### config.mk
export PLATFORM = sky130hd
export DESIGN_NAME = alloc_cmd_seq
export DESIGN_NICKNAME = d
export VERILOG_FILES = /design/src/rtl/alloc_pkg.sv /design/src/rtl/alloc_rsp_fifo.sv /design/src/rtl/alloc_cmd_seq.sv
export SDC_FILE = /design/constraint.sdc
export NUM_CORES = 1
export LEC_CHECK = 0
export ABC_AREA = 0
export CAP_MARGIN = 20
export CELL_PAD_IN_SITES_DETAIL_PLACEMENT = 2
export CELL_PAD_IN_SITES_GLOBAL_PLACEMENT = 2
export CORE_MARGIN = 2
export CORE_UTILIZATION = 31
export DETAILED_ROUTE_END_ITERATION = 7
export GPL_TIMING_DRIVEN = 0
export PLACE_DENSITY = 0.82
export SLEW_MARGIN = 20
export SYNTH_ARGS = -nofsm -noshare
export SYNTH_HDL_FRONTEND = slang
export SYNTH_SLANG_ARGS = --single-unit
export TNS_END_PERCENT = 1
### constraint.sdc
create_clock -name i_clk -period 2.4 [get_ports i_clk]
set_input_delay 0.48 -clock i_clk [delete_from_list [all_inputs] [get_ports i_clk]]
set_output_delay 0.48 -clock i_clk [all_outputs]
set_load 0.1 [all_outputs]
### src/rtl/alloc_pkg.sv
// Shared types and constants for the allocator command sequencer.
// The ALLOC_CMD_CHECK_EN build option (used by alloc_cmd_seq) relies on BASE here.
package alloc_pkg;

  localparam int unsigned DW = 16;

  typedef enum logic [1:0] {
    OP_ALLOC = 2'd0,
    OP_FREE  = 2'd1,
    OP_WR    = 2'd2,
    OP_RD    = 2'd3
  } op_e;

  typedef enum logic [1:0] {
    ST_EMPTY   = 2'd0,
    ST_ISSUE   = 2'd1,
    ST_CAPTURE = 2'd2
  } stage_e;

  localparam logic [DW-1:0] UNDEF = 16'h0000;
  localparam logic [DW-1:0] NIL   = 16'h0001;
  localparam logic [DW-1:0] TRUE  = 16'h0002;
  localparam logic [DW-1:0] FALSE = 16'h0003;
  localparam logic [DW-1:0] UNIT  = 16'h0004;
  localparam logic [DW-1:0] ZERO  = 16'h8000;
  localparam logic [DW-1:0] BASE  = 16'h5000;

  typedef struct packed {
    logic          err;
    logic [DW-1:0] data;
  } rsp_t;

  // Address lies in the allocator's managed region (same top nibble as BASE).
  function automatic logic addr_in_base(input logic [DW-1:0] addr);
    return addr[DW-1:DW-4] == BASE[DW-1:DW-4];
  endfunction

endpackage

### src/rtl/alloc_rsp_fifo.sv
// Response FIFO: 17-bit entries (err + data), power-of-2 depth, registered valid and count.
module alloc_rsp_fifo
  import alloc_pkg::*;
#(
  parameter int unsigned DEPTH = 4
) (
  input  logic                         i_clk,
  input  logic                         i_rst_n,
  input  logic                         i_push,
  input  rsp_t                         i_push_data,
  input  logic                         i_pop,
  output rsp_t                         o_head,
  output logic                         o_valid,
  output logic [$clog2(DEPTH+1)-1:0]   o_count
);

  localparam int unsigned AW = $clog2(DEPTH);
  localparam int unsigned CW = $clog2(DEPTH + 1);

  rsp_t          mem_q [DEPTH];
  logic [AW-1:0] wr_ptr_q;
  logic [AW-1:0] rd_ptr_q;
  logic [CW-1:0] count_q;
  logic [CW-1:0] count_d;
  logic          valid_q;
  logic          do_push;
  logic          do_pop;

  assign do_pop  = i_pop && valid_q;
  assign do_push = i_push && (count_q < CW'(DEPTH));

  always_comb begin
    count_d = count_q;
    if (do_push && !do_pop) begin
      count_d = count_q + CW'(1);
    end else if (do_pop && !do_push) begin
      count_d = count_q - CW'(1);
    end
  end

  always_ff @(posedge i_clk or negedge i_rst_n) begin
    if (!i_rst_n) begin
      for (int unsigned i = 0; i < DEPTH; i++) begin
        mem_q[i] <= '0;
      end
      wr_ptr_q <= '0;
      rd_ptr_q <= '0;
      count_q  <= '0;
      valid_q  <= 1'b0;
    end else begin
      if (do_push) begin
        mem_q[wr_ptr_q] <= i_push_data;
        wr_ptr_q        <= wr_ptr_q + AW'(1);
      end
      if (do_pop) begin
        rd_ptr_q <= rd_ptr_q + AW'(1);
      end
      count_q <= count_d;
      valid_q <= (count_d != '0);
    end
  end

  assign o_head  = mem_q[rd_ptr_q];
  assign o_valid = valid_q;
  assign o_count = count_q;

endmodule

### src/rtl/alloc_cmd_seq.sv
// Allocator command sequencer: issue stage, capture stage, credit-controlled response FIFO.
// Build option ALLOC_CMD_CHECK_EN rejects FREE/WR/RD outside the BASE region.
module alloc_cmd_seq
  import alloc_pkg::*;
#(
  parameter int unsigned DEPTH = 4
) (
  input  logic          i_clk,
  input  logic          i_rst_n,
  input  logic          i_cmd_valid,
  output logic          o_cmd_ready,
  input  logic [1:0]    i_cmd_op,
  input  logic [DW-1:0] i_cmd_addr,
  input  logic [DW-1:0] i_cmd_data,
  output logic          o_rsp_valid,
  input  logic          i_rsp_ready,
  output logic [DW-1:0] o_rsp_data,
  output logic          o_rsp_err,
  output logic          o_alloc,
  output logic [DW-1:0] o_adata,
  input  logic [DW-1:0] i_aaddr,
  output logic          o_free,
  output logic [DW-1:0] o_faddr,
  output logic          o_wr,
  output logic [DW-1:0] o_waddr,
  output logic [DW-1:0] o_wdata,
  output logic          o_rd,
  output logic [DW-1:0] o_raddr,
  input  logic [DW-1:0] i_rdata,
  input  logic          i_err,
  output logic          o_halted
);

  localparam int unsigned CW = $clog2(DEPTH + 1);
  localparam int unsigned SW = CW + 2;

  stage_e        s1_state_q, s1_state_d, s2_state_q, s2_state_d;
  op_e           s1_op_q, s1_op_d, s2_op_q, s2_op_d;
  logic          s1_bad_q, s1_bad_d, s2_bad_q, s2_bad_d;
  logic          alloc_q, alloc_d, free_q, free_d, wr_q, wr_d, rd_q, rd_d;
  logic [DW-1:0] adata_q, adata_d, faddr_q, faddr_d;
  logic [DW-1:0] waddr_q, waddr_d, wdata_q, wdata_d, raddr_q, raddr_d;
  logic          halted_q, halted_d;
  logic [CW-1:0] fifo_count;
  logic          fifo_valid;
  rsp_t          fifo_head;
  rsp_t          push_entry;
  logic          push, pop, accept, cmd_bad;
  logic [1:0]    inflight;
  op_e           cmd_op;

  assign cmd_op = op_e'(i_cmd_op);

`ifdef ALLOC_CMD_CHECK_EN
  assign cmd_bad = (cmd_op != OP_ALLOC) && !addr_in_base(i_cmd_addr);
`else
  assign cmd_bad = 1'b0;
`endif

  // Credits cover entries already queued plus commands still in the two stages.
  assign inflight    = {1'b0, s1_state_q == ST_ISSUE} + {1'b0, s2_state_q == ST_CAPTURE};
  assign o_cmd_ready = !halted_q && ((SW'(fifo_count) + SW'(inflight)) < SW'(DEPTH));
  assign accept      = i_cmd_valid && o_cmd_ready;
  assign push        = (s2_state_q == ST_CAPTURE);
  assign pop         = fifo_valid && i_rsp_ready;

  always_comb begin
    push_entry = '0;
    if (s2_bad_q) begin
      push_entry.data = UNDEF;
      push_entry.err  = 1'b1;
    end else begin
      unique case (s2_op_q)
        OP_ALLOC: push_entry.data = i_aaddr;
        OP_RD:    push_entry.data = i_rdata;
        default:  push_entry.data = UNIT;
      endcase
      push_entry.err = i_err;
    end
  end

  // Stage advance and one-hot strobe generation for the next cycle.
  always_comb begin
    s1_state_d = ST_EMPTY;
    s1_op_d    = s1_op_q;
    s1_bad_d   = 1'b0;
    s2_state_d = ST_EMPTY;
    s2_op_d    = s2_op_q;
    s2_bad_d   = 1'b0;
    alloc_d    = 1'b0;
    free_d     = 1'b0;
    wr_d       = 1'b0;
    rd_d       = 1'b0;
    adata_d    = UNDEF;
    faddr_d    = UNDEF;
    waddr_d    = UNDEF;
    wdata_d    = UNDEF;
    raddr_d    = UNDEF;
    halted_d   = halted_q | i_err;

    if (accept) begin
      s1_state_d = ST_ISSUE;
      s1_op_d    = cmd_op;
      s1_bad_d   = cmd_bad;
      if (!cmd_bad) begin
        unique case (cmd_op)
          OP_ALLOC: begin alloc_d = 1'b1; adata_d = i_cmd_data; end
          OP_FREE:  begin free_d  = 1'b1; faddr_d = i_cmd_addr; end
          OP_WR:    begin wr_d = 1'b1; waddr_d = i_cmd_addr; wdata_d = i_cmd_data; end
          default:  begin rd_d    = 1'b1; raddr_d = i_cmd_addr; end
        endcase
      end
    end

    if (s1_state_q == ST_ISSUE) begin
      s2_state_d = ST_CAPTURE;
      s2_op_d    = s1_op_q;
      s2_bad_d   = s1_bad_q;
    end
  end

  always_ff @(posedge i_clk or negedge i_rst_n) begin
    if (!i_rst_n) begin
      s1_state_q <= ST_EMPTY;
      s1_op_q    <= OP_ALLOC;
      s1_bad_q   <= 1'b0;
      s2_state_q <= ST_EMPTY;
      s2_op_q    <= OP_ALLOC;
      s2_bad_q   <= 1'b0;
      alloc_q    <= 1'b0;
      free_q     <= 1'b0;
      wr_q       <= 1'b0;
      rd_q       <= 1'b0;
      adata_q    <= UNDEF;
      faddr_q    <= UNDEF;
      waddr_q    <= UNDEF;
      wdata_q    <= UNDEF;
      raddr_q    <= UNDEF;
      halted_q   <= 1'b0;
    end else begin
      s1_state_q <= s1_state_d;
      s1_op_q    <= s1_op_d;
      s1_bad_q   <= s1_bad_d;
      s2_state_q <= s2_state_d;
      s2_op_q    <= s2_op_d;
      s2_bad_q   <= s2_bad_d;
      alloc_q    <= alloc_d;
      free_q     <= free_d;
      wr_q       <= wr_d;
      rd_q       <= rd_d;
      adata_q    <= adata_d;
      faddr_q    <= faddr_d;
      waddr_q    <= waddr_d;
      wdata_q    <= wdata_d;
      raddr_q    <= raddr_d;
      halted_q   <= halted_d;
    end
  end

  alloc_rsp_fifo #(
    .DEPTH (DEPTH)
  ) u_rsp_fifo (
    .i_clk       (i_clk),
    .i_rst_n     (i_rst_n),
    .i_push      (push),
    .i_push_data (push_entry),
    .i_pop       (pop),
    .o_head      (fifo_head),
    .o_valid     (fifo_valid),
    .o_count     (fifo_count)
  );

  assign o_rsp_valid = fifo_valid;
  assign o_rsp_data  = fifo_valid ? fifo_head.data : UNDEF;
  assign o_rsp_err   = fifo_valid & fifo_head.err;
  assign o_alloc     = alloc_q;
  assign o_adata     = adata_q;
  assign o_free      = free_q;
  assign o_faddr     = faddr_q;
  assign o_wr        = wr_q;
  assign o_waddr     = waddr_q;
  assign o_wdata     = wdata_q;
  assign o_rd        = rd_q;
  assign o_raddr     = raddr_q;
  assign o_halted    = halted_q;

endmodule
==> out/results.ini, run 1 <==
[floorplanning]
placementRows=53
die_area_um2=22300
chipWidth_um=149
initial_utilization_pct=31.3
die-height_um=149
core_area_um2=20900
ioPinCount=175

[worst_hold_path]
timing.hold.worst.class=primary input to asynchronous set/reset pin

[drt]
number_of_optimization_iterations_in_the_first_detailed_route_pass=4
average_via_count_per_standard_cell=4.84
drc_errors=0
drt_iter0_drc=169
drt-total-wl_um=22400
vias=5137
post_drt_wl_per_cell_um=21.1
ant_nets=0

[place]
numPortBuffers=173
post-dp-hpwl_um=15800
gpl.final_weighted_congestion=0.763
worst_setup_slack_before_clock_tree_synthesis_ns=-0.834

[final_layout]
final_net_count=854
synthToLayoutAreaGrowth_pct=44.1
antenna-diode-count=0
layout_cell_share_with_drive_strength_beyond_1_pct=14.5
filler_cell_count=2150
mostFrequentLayoutCell=sky130_fd_sc_hd__dfrtp_1
final_cell_mix=sky130_fd_sc_hd__dfrtp_1, sky130_fd_sc_hd__nand2_1, sky130_fd_sc_hd__clkdlybuf4s50_1, sky130_fd_sc_hd__o21ai_0, sky130_fd_sc_hd__nor2_1

[timing]
drv_slew=0
hold_violations=0
grt_setup_unrepaired=true
hold_ws_ns=0.00574
tightestPinTransition_ns=1.05
period_needed_ns=2.44
fmaxAchievable_ghz=0.410
final.setup_skew_ns=0.0163
post-route-period-util_pct=102
setup_viol=12
finalWorstSetupSlack_ns=-0.0375
slew_limit_headroom_pct=30.2

[synth]
yosysSeqAreaShare_pct=63.9
synth_adder_area_share_pct=1.72
yosysUniqueCellTypes=32
netlist_area_before_placement_um2=6550
synthMuxAreaShare_pct=6.71
average_cell_area_after_synthesis_um2=11.4
synth_seq_cells=167
synth_warnings=0
postSynthNetCount=656
synthesis.instances=576
synth-compound-area-share_pct=8.05
simple_logic_cell_fraction_of_the_synthesized_area_pct=16.3
synth_top_family_by_area=simple AND/OR/NAND/NOR gates
synth-xor-area-share_pct=0.535

[pwr]
pwr_density_cell_nw_per_um2=913
worst_ir_drop_vdd_uv=488
static-leakage-power_nw=4.88

[global_routing]
groute.usage.overall_pct=20.8
grtUsageMet1_pct=22.7
antenna_found_initial=0
grt_pass1_vias=6185
global_route_met3_usage_pct=7.06
grt_max_degree=100
groute.layer.met2.usage_pct=38.1
grt_first_pass_wirelength_um=34800
grt_most_used_layer=met2
globalRoute.totalOverflow=0

[run_status]
failing_checks=setup timing
status=complete, but fails checks

[worst_setup_path]
timing.rr.end=u_rsp_fifo.mem_q[22]
timing.reg2reg.setup_slack_ns=0.16
timing.critical_path.arrival_ns=1.96
r2r_start=s2_op_q[0]
r2r.worst_path.cells=7
critPathCaptureType=output port
cp_data_required_time_ns=1.92
timing.critical_path.fanout_max=6
worstSetupPathType=flip-flop to output port
cp-start-kind=flip-flop

[clocking]
clkTransAtPathRegs_ns=0.06
cts_buffers=17
tritoncts=yes
clk_latency_ns=0.43
tritoncts_num_sinks=167
clk_path_buf_depth=2
clockRootBuffer=sky130_fd_sc_hd__clkbuf_16
htreeDepth=4

[run]
maxCapViolations=0

==> Yosys cell counts <==
master / n / area [µm²]
sky130_fd_sc_hd__clkbuf_1: 26 / 97.6
sky130_fd_sc_hd__o21ai_0: 69 / 345
sky130_fd_sc_hd__or3_1: 1 / 6.26
sky130_fd_sc_hd__nand3_1: 5 / 25.0
sky130_fd_sc_hd__a221oi_1: 1 / 8.76
sky130_fd_sc_hd__nor3_1: 1 / 5.00
sky130_fd_sc_hd__buf_4: 1 / 7.51
sky130_fd_sc_hd__clkinv_1: 1 / 3.75
sky130_fd_sc_hd__nor2b_1: 1 / 6.26
sky130_fd_sc_hd__a31o_2: 1 / 8.76
sky130_fd_sc_hd__a211oi_4: 1 / 20.0
sky130_fd_sc_hd__dfrtp_1: 167 / 4180
sky130_fd_sc_hd__a21o_1: 1 / 7.51
sky130_fd_sc_hd__or2_1: 6 / 37.5
sky130_fd_sc_hd__nand2_1: 108 / 405
sky130_fd_sc_hd__buf_2: 10 / 50.1
sky130_fd_sc_hd__a21bo_2: 1 / 10.0
sky130_fd_sc_hd__ha_1: 9 / 113
sky130_fd_sc_hd__and2_1: 17 / 106
sky130_fd_sc_hd__o311ai_0: 1 / 8.76
sky130_fd_sc_hd__nand4_1: 1 / 6.26
sky130_fd_sc_hd__or2_2: 11 / 68.8
sky130_fd_sc_hd__inv_1: 7 / 26.3
sky130_fd_sc_hd__xnor2_1: 4 / 35.0
sky130_fd_sc_hd__a22oi_1: 15 / 113
sky130_fd_sc_hd__mux2_2: 5 / 56.3
sky130_fd_sc_hd__nand3_2: 1 / 10.0
sky130_fd_sc_hd__nand3b_1: 2 / 15.0
sky130_fd_sc_hd__mux4_2: 17 / 383
sky130_fd_sc_hd__nor2_1: 68 / 255
sky130_fd_sc_hd__a21oi_1: 1 / 5.00
sky130_fd_sc_hd__nor3b_1: 16 / 120
==> power breakdown <==
part,switching (W),internal (W),leakage [nW]
sequential,0.0000973,0.00293,2.00
combinational,0.00171,0.00101,2.58
clock,0.00124,0.00162,0.304
==> layer usage <==
layer | share of wire (%) | vias to the layer above
met2 | 53 | 157
met5 | 0 | -
li1 | - | 2315
met4 | 1.6 | 0
met1 | 38 | 2640
met3 | 7.2 | 25
==> worst max-delay path, stage by stage (launching register included) <==
cell and delay (ns):
sky130_fd_sc_hd__dfrtp_1 0.38, sky130_fd_sc_hd__buf_12 0.14, sky130_fd_sc_hd__buf_12 0.12, sky130_fd_sc_hd__mux4_2 0.50, sky130_fd_sc_hd__and2_1 0.20, sky130_fd_sc_hd__buf_6 0.19
==> timing repair <==
action                                  4_1_cts  5_1_grt
cloned                                        0        1
pin swaps                                     2        0
resized for setup                           201       33
hold buffers                                  0        0
setup buffers                                 4        1
endpoints found under the setup margin       79       37
==> stage by stage <==
| step | area (µm²) | util [%] | setup TNS (ns) | total power [W] | std cells |
|---|---|---|---|---|---|
| after detailed placement | 8650 | 41.4 | -11.71 | 0.00545 | 1025 |
| final | 9430 | 45.2 | -0.173 | 0.00861 | 1062 |
| after floorplan | 6550 | - | -13.23 | 0.00473 | 576 |
| after global routing | 9430 | 45.2 | -1.13 | 0.00893 | 1062 |
| after CTS | 9300 | 44.5 | -0.581 | 0.00853 | 1060 |
| after global placement | 8620 | 41.3 | -968.02 | 0.00536 | 1024 |
==> how the worst max path moves through the flow <==
stage / startpoint / end / slack [ns] / depth (start not counted)
6_report: u_rsp_fifo.rd_ptr_q[0] / o_rsp_data[5] / -0.04 / 5
5_1_grt: u_rsp_fifo.rd_ptr_q[0] / o_rsp_data[5] / -0.09 / 5
4_1_cts: u_rsp_fifo.rd_ptr_q[0] / o_rsp_data[12] / -0.09 / 5
3_5_place_dp: u_rsp_fifo.rd_ptr_q[1] / o_rsp_data[12] / -0.83 / 5
3_3_place_gp: i_rst_n / o_wdata[6] / -5.74 / 1
2_1_floorplan: u_rsp_fifo.o_valid / o_rsp_data[11] / -0.27 / 3
==> cells by family after synthesis <==
logic type	after synthesis
XOR/XNOR	4
AO/OA/AOI/OAI	91
AND/OR/NAND/NOR	238
flip-flops	167
buffers and inverters	45
multiplexers	22
adder cells (fa/ha/maj)	9
==> cell type report <==
cell class	instances	area (µm²)	area share, %
Sequential cell	167	4180	44.3
Clock inverter	13	163	1.72
Buffer	36	184	1.95
Multi-Input combinational cell	364	2190	23.3
Inverter	8	30.0	0.318
Tap cell	275	344	3.65
Timing Repair Buffer	180	1880	20.0
Clock buffer	19	453	4.80
==> state kept, by name, summed over array words and instances (netlist names), 2 cells and up <==
signal / cells
o_raddr: 16
u_rsp_fifo.o_count: 3
u_rsp_fifo.wr_ptr_q: 2
o_faddr: 16
u_rsp_fifo.mem_q: 68
o_wdata: 16
u_rsp_fifo.rd_ptr_q: 2
o_adata: 16
o_waddr: 16
s1_op_q: 2
s2_op_q: 2
Power figures use the tool's default switching activity.
==> run 2: changes to the inputs <==
CORE_MARGIN = 3   (was 2)
SKIP_CTS_REPAIR_TIMING = 1   (was default)
==> run 2 against run 1 <==
Clock skew decreased by 0.0060 ns. Non-clock buffer count stayed put. Total power is 0.51% lower. Worst hold slack lost 0.020 ns. Via count is 0.21% lower. Clock power is essentially flat. First-iteration DRC count increased by 3.6%. Setup slack worse by 0.085 ns. Largest cell class unchanged. Combinational power shrank 2%. Die area rose by 2.7%. The flow finishes with violations (hold timing, setup timing). Critical path depth is 1 higher. Critical path type unchanged. Register-to-register slack got worse by 0.02 ns.
==> out/results.ini, run 2 (synthesis results as in run 1) <==
[timing]
final.setup_skew_ns=0.0104
fmaxAchievable_ghz=0.396
slew_limit_headroom_pct=30.2
grt_setup_unrepaired=true
period_needed_ns=2.52
setup_tns_ns=-0.491
post-route-period-util_pct=105
tightestPinTransition_ns=1.05
hold_ws_ns=-0.0144
setup_viol=9
drv_slew=0
finalWorstSetupSlack_ns=-0.122
hold_violations=4

[pwr]
total_power_consumption_of_the_routed_design_w=0.00856
static-leakage-power_nw=5.68
pwr_density_cell_nw_per_um2=890
worst_ir_drop_vdd_uv=551

[clocking]
tritoncts=yes
clkTransAtPathRegs_ns=0.06
clockRootBuffer=sky130_fd_sc_hd__clkbuf_16
clk_latency_ns=0.43
htreeDepth=4
tritoncts_num_sinks=167
cts_buffers=17
clk_path_buf_depth=2

[final_layout]
layout_cell_share_with_drive_strength_beyond_1_pct=14.2
final_cell_area_um2=9630
filler_cell_count=2032
synthToLayoutAreaGrowth_pct=47.1
seq_area_um2=4180
final_cell_mix=sky130_fd_sc_hd__dfrtp_1, sky130_fd_sc_hd__nand2_1, sky130_fd_sc_hd__dlymetal6s2s_1, sky130_fd_sc_hd__clkdlybuf4s50_1, sky130_fd_sc_hd__o21ai_0
final_net_count=854
layout.core_utilization_pct=47.0
antenna-diode-count=0
mostFrequentLayoutCell=sky130_fd_sc_hd__dfrtp_1
largest_register=u_rsp_fifo.mem_q
multi_input_area_um2=2190
largest_register_ffs=68

[run_status]
failing_checks=hold timing, setup timing
status=complete, but fails checks

[place]
placed_area_um2=8650
worst_setup_slack_before_clock_tree_synthesis_ns=-0.860
post-dp-hpwl_um=15300
gpl.final_weighted_congestion=0.798
numPortBuffers=173

[worst_setup_path]
worstSetupPathType=flip-flop to output port
cp-start-kind=flip-flop
cp_data_required_time_ns=1.92
timing.critical_path.fanout_max=6
critPathCaptureType=output port
timing.critical_path.arrival_ns=2.04

[global_routing]
grt_pass1_vias=5900
antenna_found_initial=0
grt_first_pass_wirelength_um=34200
groute.usage.overall_pct=19.7
grt_max_degree=104
globalRoute.totalOverflow=0

[drt]
met2RoutedLength_um=11500
wirelength_met1_um=8760
dr_wl_met3_um=1960
maxUsedRoutingLayer=met4
drt_iter0_drc=175
vias=5126
number_of_optimization_iterations_in_the_first_detailed_route_pass=4
drt-total-wl_um=22500
ant_nets=0
drc_errors=0
average_via_count_per_standard_cell=4.85
post_drt_wl_per_cell_um=21.3

[run]
maxCapViolations=0

[floorplanning]
initial_utilization_pct=31.9
chipWidth_um=151
ioPinCount=175
die-height_um=151
placementRows=52
core_area_um2=20500
die_area_um2=22900

[worst_hold_path]
timing.hold.worst.class=primary input to asynchronous set/reset pin

## run 2: report_power, final
group          total [W]  internal, W  switching [W]
Combinational    0.00267      0.00100        0.00167
Clock            0.00284      0.00165        0.00118
Sequential       0.00306      0.00293       0.000131
Total            0.00856      0.00558        0.00298
## run 2: through the flow
stage | cells | hold slack (ns)
after floorplan | 576 | 0.184
after global placement | 1019 | 0.450
after detailed placement | 1020 | 0.463
after CTS | 1052 | 0.00568
after global routing | 1057 | 0.0183
final | 1057 | -0.0144
## run 2: worst max-delay path, stage by stage, from the launching register on
cell	delay, ns
sky130_fd_sc_hd__dfrtp_2	0.39
sky130_fd_sc_hd__buf_12	0.14
sky130_fd_sc_hd__buf_12	0.13
sky130_fd_sc_hd__buf_8	0.11
sky130_fd_sc_hd__mux4_2	0.50
sky130_fd_sc_hd__and2_4	0.19
sky130_fd_sc_hd__buf_12	0.16
## run 2: final timing paths
path                                              from                      to  slack (ns)  depth (start not counted)
worst max-delay path            u_rsp_fifo.rd_ptr_q[0]          o_rsp_data[14]       -0.12                          6
worst min-delay path                           i_rst_n    u_rsp_fifo.mem_q[60]       -0.01                          1
worst max register to register           s1_state_q[0]              o_adata[6]        0.14                          7
worst min register to register           s1_state_q[0]           s2_state_q[1]        0.47                          0
max in group asynchronous                      i_rst_n  u_rsp_fifo.rd_ptr_q[1]        1.52                          2
min in group i_clk                       s1_state_q[0]           s2_state_q[1]        0.47                          0
## run 2: metal layers
metal / track usage, % / vias to the layer above
met1: 22.3 / 2626
li1: - / 2313
met5: 0 / -
met2: 34.6 / 166
met3: 7.96 / 21
met4: 5.21 / 0
## run 2: final cells by class
cell class	count	area share (%)
flip-flops and latches	167	43.4
multi-input cells	364	22.8
repair buffers	180	21.8
clock buffers	19	4.50
well taps	270	3.51
plain buffers	36	1.95
clock inverters	13	1.77
inverters	8	0.312
==> run 3: changes to the inputs <==
CORE_UTILIZATION = 33   (was 31)
PLACE_DENSITY = 0.87   (was 0.82)
clock period = 3.08 ns   (was 2.4 ns; I/O delays follow)
==> run 3 against run 2 <==
Critical path type unchanged. Register-to-register slack gained 0.63 ns. Clock skew grew 0.0029 ns. Sequential cell count did not move. Largest power group unchanged. Total power fell by 26%. Cell area down 4.3%. Clock power shrank 22%. Critical path depth is 1 lower. Count of clock-buffer cells in the layout down 2. The run now ends clean. Via count rose by 0.35%. Highest routed layer unchanged. Core utilization up 1.3 points. First-iteration DRC count fell by 13%. Critical endpoint is now o_rsp_data[13].
==> out/results.ini, run 3 (synthesis results as in run 1) <==
[final_layout]
synthToLayoutAreaGrowth_pct=40.7
layout.core_utilization_pct=48.3
largest_register_ffs=68
largest_register=u_rsp_fifo.mem_q
mostFrequentLayoutCell=sky130_fd_sc_hd__dfrtp_1
antenna-diode-count=0
final_net_count=848
layout_cell_share_with_drive_strength_beyond_1_pct=12.0
final_cell_mix=sky130_fd_sc_hd__dfrtp_1, sky130_fd_sc_hd__clkdlybuf4s50_1, sky130_fd_sc_hd__nand2_1, sky130_fd_sc_hd__o21ai_0, sky130_fd_sc_hd__nor2_1
final_cell_area_um2=9210

[global_routing]
grt_pass1_vias=6204
grt_max_degree=100
grt_first_pass_wirelength_um=36300
globalRoute.totalOverflow=0
antenna_found_initial=0
groute.usage.overall_pct=21.8

[clocking]
htreeDepth=4
clk_latency_ns=0.43
cts_buffers=17
tritoncts_num_sinks=167
clockRootBuffer=sky130_fd_sc_hd__clkbuf_16
clkTransAtPathRegs_ns=0.06
tritoncts=yes
clk_path_buf_depth=2

[timing]
tightestPinTransition_ns=1.09
hold_violations=0
period_needed_ns=2.98
grt_setup_unrepaired=true
post-route-period-util_pct=96.8
slew_limit_headroom_pct=27.3
setup_tns_ns=0
setup_viol=0
drv_slew=0
fmaxAchievable_ghz=0.335
final.setup_skew_ns=0.0133

[drt]
ant_nets=0
vias=5144
drt_iter0_drc=153
number_of_optimization_iterations_in_the_first_detailed_route_pass=6
drc_errors=0
average_via_count_per_standard_cell=4.94
post_drt_wl_per_cell_um=21.8
drt-total-wl_um=22600

[worst_setup_path]
critPathCaptureType=output port
cp_data_required_time_ns=2.46
timing.critical_path.fanout_max=10
worstSetupPathType=flip-flop to output port
cp-start-kind=flip-flop
timing.critical_path.arrival_ns=2.37

[pwr]
total_switching_power_w=0.00233
netSwitchingFraction_pct=36.6
pwr-share-seq_pct=37.5
worst_ir_drop_vdd_uv=413
p_int_w=0.00402
p_comb_share_pct=27.7
static-leakage-power_nw=4.12
pwr_density_cell_nw_per_um2=689
relative_contribution_of_the_clock_network_to_total_power_pct=34.8

[run_status]
status=finished, final reports clean

[floorplanning]
initial_utilization_pct=34.3
chipWidth_um=147
ioPinCount=175
core_area_um2=19100
placementRows=50
die_area_um2=21600
die-height_um=147

[worst_hold_path]
timing.hold.worst.class=primary input to asynchronous set/reset pin

[place]
placed_area_um2=8630
numPortBuffers=173
gpl.final_weighted_congestion=0.764
post-dp-hpwl_um=15700

[run]
maxCapViolations=0

==> run 3: cell types whose count changed in the layout (fill, tap and decap cells not counted), moves of 5 or more <==
cell	previous run	this run
sky130_fd_sc_hd__clkdlybuf4s50_1	73	154
sky130_fd_sc_hd__dlymetal6s2s_1	81	7
sky130_fd_sc_hd__buf_6	12	0
sky130_fd_sc_hd__buf_2	9	18
sky130_fd_sc_hd__buf_12	7	0
sky130_fd_sc_hd__buf_4	6	1
==> run 3: final timing paths <==
path                                        start  cells past startpoint  slack [ns]                      to
max                        u_rsp_fifo.rd_ptr_q[0]                      5         0.1          o_rsp_data[13]
min                                       i_rst_n                      1        0.12    u_rsp_fifo.mem_q[59]
max reg2reg                         s1_state_q[0]                      6        0.77              o_adata[0]
min reg2reg                  u_rsp_fifo.mem_q[26]                      2        0.48    u_rsp_fifo.mem_q[26]
max in group asynchronous                 i_rst_n                      2        2.05  u_rsp_fifo.rd_ptr_q[1]
min in group i_clk           u_rsp_fifo.mem_q[26]                      2        0.48    u_rsp_fifo.mem_q[26]
==> run 3: through the flow <==
| stage | power, W | hold WS, ns | setup WS (ns) | instances |
|---|---|---|---|---|
| global route | 0.00663 | 0.152 | -0.0215 | 1041 |
| finish | 0.00635 | 0.125 | 0.0981 | 1041 |
| floorplan | 0.00368 | 0.320 | 0.277 | 576 |
| detailed placement | 0.00425 | 0.468 | -0.349 | 1010 |
| CTS | 0.00649 | 0.147 | -0.860 | 1042 |
| global placement | 0.00418 | 0.457 | -5.12 | 1009 |
==> run 3: area by class of cell <==
cell class	count	area, µm²
well taps	260	325
repair buffers	174	1730
clock inverters	15	186
inverters	8	30.0
fillers	1918	9870
flip-flops and latches	167	4180
plain buffers	36	154
multi-input cells	364	2180
clock buffers	17	425
==> run 3: layer usage <==
layer,GRT usage [%],share of wire [%],wire length [µm],vias to the layer above
li1,-,-,-,2301
met1,23.5,37,8490,2622
met2,38.8,52,11800,190
met3,8.79,8.6,1950,31
met4,7.48,1.8,411,0
met5,0,0,0,-
==> run 3: critical path, stage by stage, from the launching register on <==
cell and delay (ns):
sky130_fd_sc_hd__dfrtp_1 0.32, sky130_fd_sc_hd__clkbuf_4 0.28, sky130_fd_sc_hd__buf_4 0.29, sky130_fd_sc_hd__mux4_2 0.56
sky130_fd_sc_hd__and2_1 0.20, sky130_fd_sc_hd__buf_2 0.30
==> run 3: power by group through the flow <==
stage                     sequential [W]  clock [W]  combinational [W]
after floorplan                  0.00239          0            0.00129
after global placement           0.00238          0            0.00180
after detailed placement         0.00239          0            0.00186
after CTS                        0.00235    0.00227            0.00188
after global routing             0.00239    0.00238            0.00186
final                            0.00238    0.00221            0.00176
